===== config.mk =====
export PLATFORM = sky130hd
export DESIGN_NAME = flash_read_seq
export DESIGN_NICKNAME = d
export VERILOG_FILES = /design/src/rtl/flash_read_seq_pkg.sv /design/src/rtl/flash_read_seq_byte_fifo.sv /design/src/rtl/flash_read_seq.sv
export SDC_FILE = /design/constraint.sdc
export NUM_CORES = 1
export LEC_CHECK = 0
export CAP_MARGIN = 20
export CORE_UTILIZATION = 45
export CTS_CLUSTER_DIAMETER = 50
export CTS_CLUSTER_SIZE = 8
export DETAILED_ROUTE_END_ITERATION = 16
export PLACE_DENSITY = 0.67
export SYNTH_ARGS = -nofsm -noshare
export SYNTH_HDL_FRONTEND = slang
export SYNTH_HIERARCHICAL = 1
export SYNTH_SLANG_ARGS = --single-unit

===== constraint.sdc =====
create_clock -name clk -period 3 [get_ports clk]
set_clock_uncertainty 0.2 [all_clocks]
set_input_delay 0.6 -clock clk [delete_from_list [all_inputs] [get_ports clk]]
set_output_delay 0.6 -clock clk [all_outputs]
set_load 0.1 [all_outputs]

===== src/rtl/flash_read_seq_pkg.sv =====
// flash_read_seq_pkg: sequencer state encoding and SPI-flash opcodes shared by the read path.
package flash_read_seq_pkg;
  typedef enum logic [2:0] {IDLE, CMD, A2, A1, A0, DATA, FIN} state_t;
  localparam logic [7:0] FLASH_CMD_READ = 8'h03;
  localparam logic [7:0] FLASH_CMD_JEDEC_ID = 8'h9F;
endpackage


===== src/rtl/flash_read_seq_byte_fifo.sv =====
// byte_fifo: first-word-fall-through byte FIFO with an occupancy count one bit wider than the pointers.
module byte_fifo #(
  parameter int DEPTH = 16
) (
  input  logic                     clk,
  input  logic                     resetn,
  input  logic                     push,
  input  logic [7:0]               din,
  input  logic                     pop,
  output logic [7:0]               dout,
  output logic                     empty,
  output logic                     full,
  output logic [$clog2(DEPTH):0]   count
);
  localparam int AW = $clog2(DEPTH);
  logic [7:0] mem [DEPTH];
  logic [AW-1:0] wr_ptr, rd_ptr;
  logic do_push, do_pop;
  assign empty = count == '0;
  assign full = count == (AW+1)'(DEPTH);
  assign do_pop = pop && !empty;
  // a full FIFO still accepts a byte when the head leaves in the same cycle
  assign do_push = push && (!full || do_pop);
  assign dout = mem[rd_ptr];
  always_ff @(posedge clk) begin
    if (do_push) mem[wr_ptr] <= din;
  end
  always_ff @(posedge clk) begin
    if (!resetn) begin
      wr_ptr <= '0;
      rd_ptr <= '0;
      count <= '0;
    end else begin
      wr_ptr <= wr_ptr + AW'(do_push);
      rd_ptr <= rd_ptr + AW'(do_pop);
      count <= count + (AW+1)'(do_push) - (AW+1)'(do_pop);
    end
  end
endmodule


===== src/rtl/flash_read_seq.sv =====
// flash_read_seq: turns one read request into an SPI-flash READ (cmd, 3 address bytes, N data bytes)
// and buffers the received data bytes as a valid/ready stream.
module flash_read_seq
  import flash_read_seq_pkg::*;
#(
  parameter int         LEN_W      = 16,
  parameter int         FIFO_DEPTH = 16,
  parameter logic [7:0] READ_CMD   = FLASH_CMD_READ,
  parameter logic [7:0] DUMMY_BYTE = 8'h00
) (
  input  logic             clk,
  input  logic             resetn,
  input  logic             start,
  input  logic [23:0]      addr,
  input  logic [LEN_W-1:0] len,
  output logic             busy,
  output logic             done,
  output logic             spi_select,
  output logic             spi_write,
  output logic [7:0]       spi_tx,
  input  logic             spi_busy,
  input  logic             spi_avail,
  input  logic [7:0]       spi_rx,
  output logic [7:0]       out_data,
  output logic             out_valid,
  input  logic             out_ready
);
  localparam int CW = $clog2(FIFO_DEPTH) + 1;
  state_t state, next_state;
  logic waiting;
  logic [23:0] addr_q;
  logic [LEN_W-1:0] remaining;
  logic [7:0] tx_byte;
  logic can_issue, push, fifo_empty, fifo_full;
  logic [CW-1:0] fifo_count;
  always_comb begin
    tx_byte = (state == CMD) ? READ_CMD :
              (state == A2) ? addr_q[23:16] :
              (state == A1) ? addr_q[15:8] :
              (state == A0) ? addr_q[7:0] : DUMMY_BYTE;
    next_state = (state == CMD) ? A2 :
                 (state == A2) ? A1 :
                 (state == A1) ? A0 :
                 (state == A0) ? DATA :
                 (state == DATA) ? ((remaining == LEN_W'(1)) ? FIN : DATA) : IDLE;
  end
  // a data byte is only launched when its reply is guaranteed a FIFO slot
  assign can_issue = !spi_busy && (state != DATA || fifo_count < CW'(FIFO_DEPTH));
  assign push = state == DATA && waiting && spi_avail && !fifo_full;
  assign out_valid = !fifo_empty;
  byte_fifo #(.DEPTH(FIFO_DEPTH)) u_fifo (
    .clk(clk),
    .resetn(resetn),
    .push(push),
    .din(spi_rx),
    .pop(out_valid && out_ready),
    .dout(out_data),
    .empty(fifo_empty),
    .full(fifo_full),
    .count(fifo_count)
  );
  always_ff @(posedge clk) begin
    if (!resetn) begin
      state <= IDLE;
      waiting <= 1'b0;
      busy <= 1'b0;
      done <= 1'b0;
      spi_select <= 1'b0;
      spi_write <= 1'b0;
      spi_tx <= '0;
      addr_q <= '0;
      remaining <= '0;
    end else begin
      spi_write <= 1'b0;
      done <= 1'b0;
      case (state)
        IDLE: if (start) begin
          addr_q <= addr;
          remaining <= len;
          busy <= 1'b1;
          spi_select <= 1'b1;
          state <= (len == '0) ? FIN : CMD;
          // launch the command byte straight away so it goes out the cycle after start
          waiting <= len != '0 && !spi_busy;
          spi_write <= len != '0 && !spi_busy;
          spi_tx <= READ_CMD;
        end
        FIN: begin
          done <= 1'b1;
          busy <= 1'b0;
          spi_select <= 1'b0;
          state <= IDLE;
        end
        default: if (!waiting) begin
          if (can_issue) begin
            spi_write <= 1'b1;
            spi_tx <= tx_byte;
            waiting <= 1'b1;
          end
        end else if (spi_avail) begin
          waiting <= 1'b0;
          if (state == DATA) remaining <= remaining - LEN_W'(1);
          state <= next_state;
        end
      endcase
    end
  end
endmodule


==> results of run 1 <==
## report_power, final
group	leakage (nW)	switching [mW]	total (mW)	internal [mW]
combinational	1.72	2.04	3.55	1.51
clock	0.288	1.11	2.24	1.13
sequential	1.71	0.209	3.30	3.09
## path summary, 6_finish.rpt
kind | cells after the start | endpoint | slack, ns
setup / recovery | 5 | out_data[3] | 0.03
hold / removal | 2 | addr_q[14]$_SDFFE_PN0P_ | 0.26
setup reg to reg | 16 | u_fifo/count[4]$_SDFF_PN0_ | 0.09
hold reg to reg | 2 | addr_q[14]$_SDFFE_PN0P_ | 0.26
## Yosys cell counts, drive strengths merged, types with 6 or more instances
cell,count
a21o,6
a21oi,53
a22o,8
a22oi,23
and2,8
buf,23
clkbuf,15
dfxtp,68
edfxtp,128
ha,11
inv,18
mux4,32
nand2,82
nand3,8
nand4,8
nor2,40
nor3,12
nor4,8
o21ai,12
o22ai,7
o2bb2ai,6
## cell families after synthesis
family | count (synthesis) | synth area share (%)
AO/OA/AOI/OAI | 151 | 12.09
XOR/XNOR | 8 | 0.8168
adder cells (fa/ha/maj) | 12 | 1.838
buffers and inverters | 60 | 3.807
flip-flops | 196 | 60.68
multiplexers | 33 | 9.233
AND/OR/NAND/NOR | 199 | 11.54
## worst max-delay path, cell delays in order, from the launching register on
cell	delay, ns
dfxtp_4	0.42
buf_12	0.15
mux4_1	0.58
a22oi_1	0.30
nand2_2	0.11
buf_12	0.18
## layer usage
metal	global-route usage (%)	up-vias	share of wire [%]
li1	-	2738	-
met1	25.64	2855	45
met2	31.42	209	49
met3	4.000	17	5.2
met4	5.726	0	0.92
met5	0	-	0
## what timing repair did
action | CTS | global route
pin swaps | 0 | 13
cloned | 1 | 2
setup endpoints to repair | 9 | 9
gates resized for setup | 7 | 25
hold buffers | 0 | 0
setup buffers | 8 | 5
## state kept, by name, summed over array words and instances (netlist names)
name and count:
u_fifo/mem 128, addr_q 24, remaining 16, spi_tx 8
u_fifo/count 5, u_fifo/rd_ptr 4, u_fifo/wr_ptr 4, state 3
done 1, spi_select 1, spi_write 1, waiting 1
## layout make-up
type	count	area, sq um	area share, %
Timing Repair Buffer	128	1290	12.15
Clock inverter	15	170.2	1.603
Tap cell	234	292.8	2.757
Multi-Input combinational cell	403	3157	29.73
Clock buffer	17	425.4	4.007
Inverter	19	71.32	0.6717
Sequential cell	196	5211	49.08
## through the flow
step / power, mW / hold WS [ns]
2_1_floorplan: 5.710 / 0.2360
3_3_place_gp: 6.427 / 0.2457
3_5_place_dp: 6.518 / 0.2469
4_1_cts: 8.921 / 0.2577
5_1_grt: 9.556 / 0.2693
6_report: 9.091 / 0.2565
==> reports/results.txt, run 1 <==
post-synthesis cell area: 0.008578 sq mm
sequential share of the synthesized area: 60.68%
H-tree levels: 4
Cell Rows: 50
reg2reg start: u_fifo/count[3]$_SDFF_PN0_
TritonCTS Buffers: 17
area fraction of the dominant cell type after synthesis: 44.81%
Die Span Y: 140.1 um
Synth area leader: edfxtp_1
CTS root buf: clkbuf_16
f_max: 336.7 MHz
most common cell after layout, fill and taps aside: edfxtp_1
fill cell count: 1450
critical path fanouts, max: 7
final cell area excluding filler cells: 0.01062 sq mm
Final WS setup: 0.02993 ns
die extent in x: 140.1 um
slew margin rel.: 49.05%
Initial Util: 45.86%
final std cells w/o fill: 1012
top post-synthesis cells by area: edfxtp_1, dfxtp_1, mux4_1
drt pass-1 iters: 6
Die ar.: 0.01962 sq mm
CTS tree: yes
Overall Global Routing Usage: 19.15%
Seq cells post-synth: 196
CP Launch Type: flip-flop
crit end category: primary output
Distinct cells, synth: 73
maxcap violations: 0
status: finished clean
DRT iter0 DRCs: 407
DRC Markers: 0
largest net degree at the start of global routing: 35
placed cell areas: 0.009727 sq mm
Fin. Hold Viols: 0
Async SR Flop Fraction: 0%
Tcrit/Tclk final: 99.00%
Port-buffer cells: 74
Clock Path Buffers: 2
WP data required: 2.20 ns
Clk Latency, worst-skew pair: 0.44 ns
Gate Count Post-Synth: 659
syn nets: 725
final WL: 18.34 mm
Setup-failing EPs final: 0
final worst path period need: 2.970 ns
dominant synthesized flop cell: edfxtp_1
Synthesis Warnings: 6
routed len/inst: 18.12 um
EDFF count, synth: 128
Tightest Pin Transition: 0.7623 ns
Cells after DPL: 964
first-pass GRT wire length: 29.04 mm
Min-Delay Path Class: flip-flop to flip-flop
critical path class: flip-flop to primary output
routability cong.: 0.8396
vias post-DR: 5819
Area Growth Syn to Fin: 23.77%
max-slew violation count: 0
pre-CTS setup slack: -0.4076 ns
total gr overflow: 0
Final ANT Viol Nets: 0
Leakage: 3.713 nW
clock-pin slew on the worst setup and hold paths: 0.07 ns
layout cells sized above 1: 21.47%
Nets: 831
RSZ-0062 raised after global routing: yes
post-layout util: 56.76%
vias per cell: 5.750
Worst Setup SP: u_fifo/rd_ptr[0]$_SDFF_PN0_
HP Start: addr_q[14]$_SDFFE_PN0P_
Post-DP HPWL: 12.37 mm
Mapped Avg Cell Area: 13.02 sq um
maximum vdd drop: 567.3 uV
initial antenna violation count: 0
core area: 0.01871 sq mm
Clock Sink Count: 196
diode count: 0
P per Cell Area: 856.2 mW/mm^2
most frequent cells in the layout: edfxtp_1, nand2_1, dfxtp_1
# IOs: 75
Worst EP arrival: 2.17 ns
setup TNS: 0 ns
number of global-route vias before repair: 5572
No activity file was read; power rests on OpenSTA's default activity.
==> inputs of run 2 (changes only) <==
CORE_MARGIN = 1   (was not set)
==> results of run 2 <==
No change in the layout: final DEF, timing and power equal those of run 1.
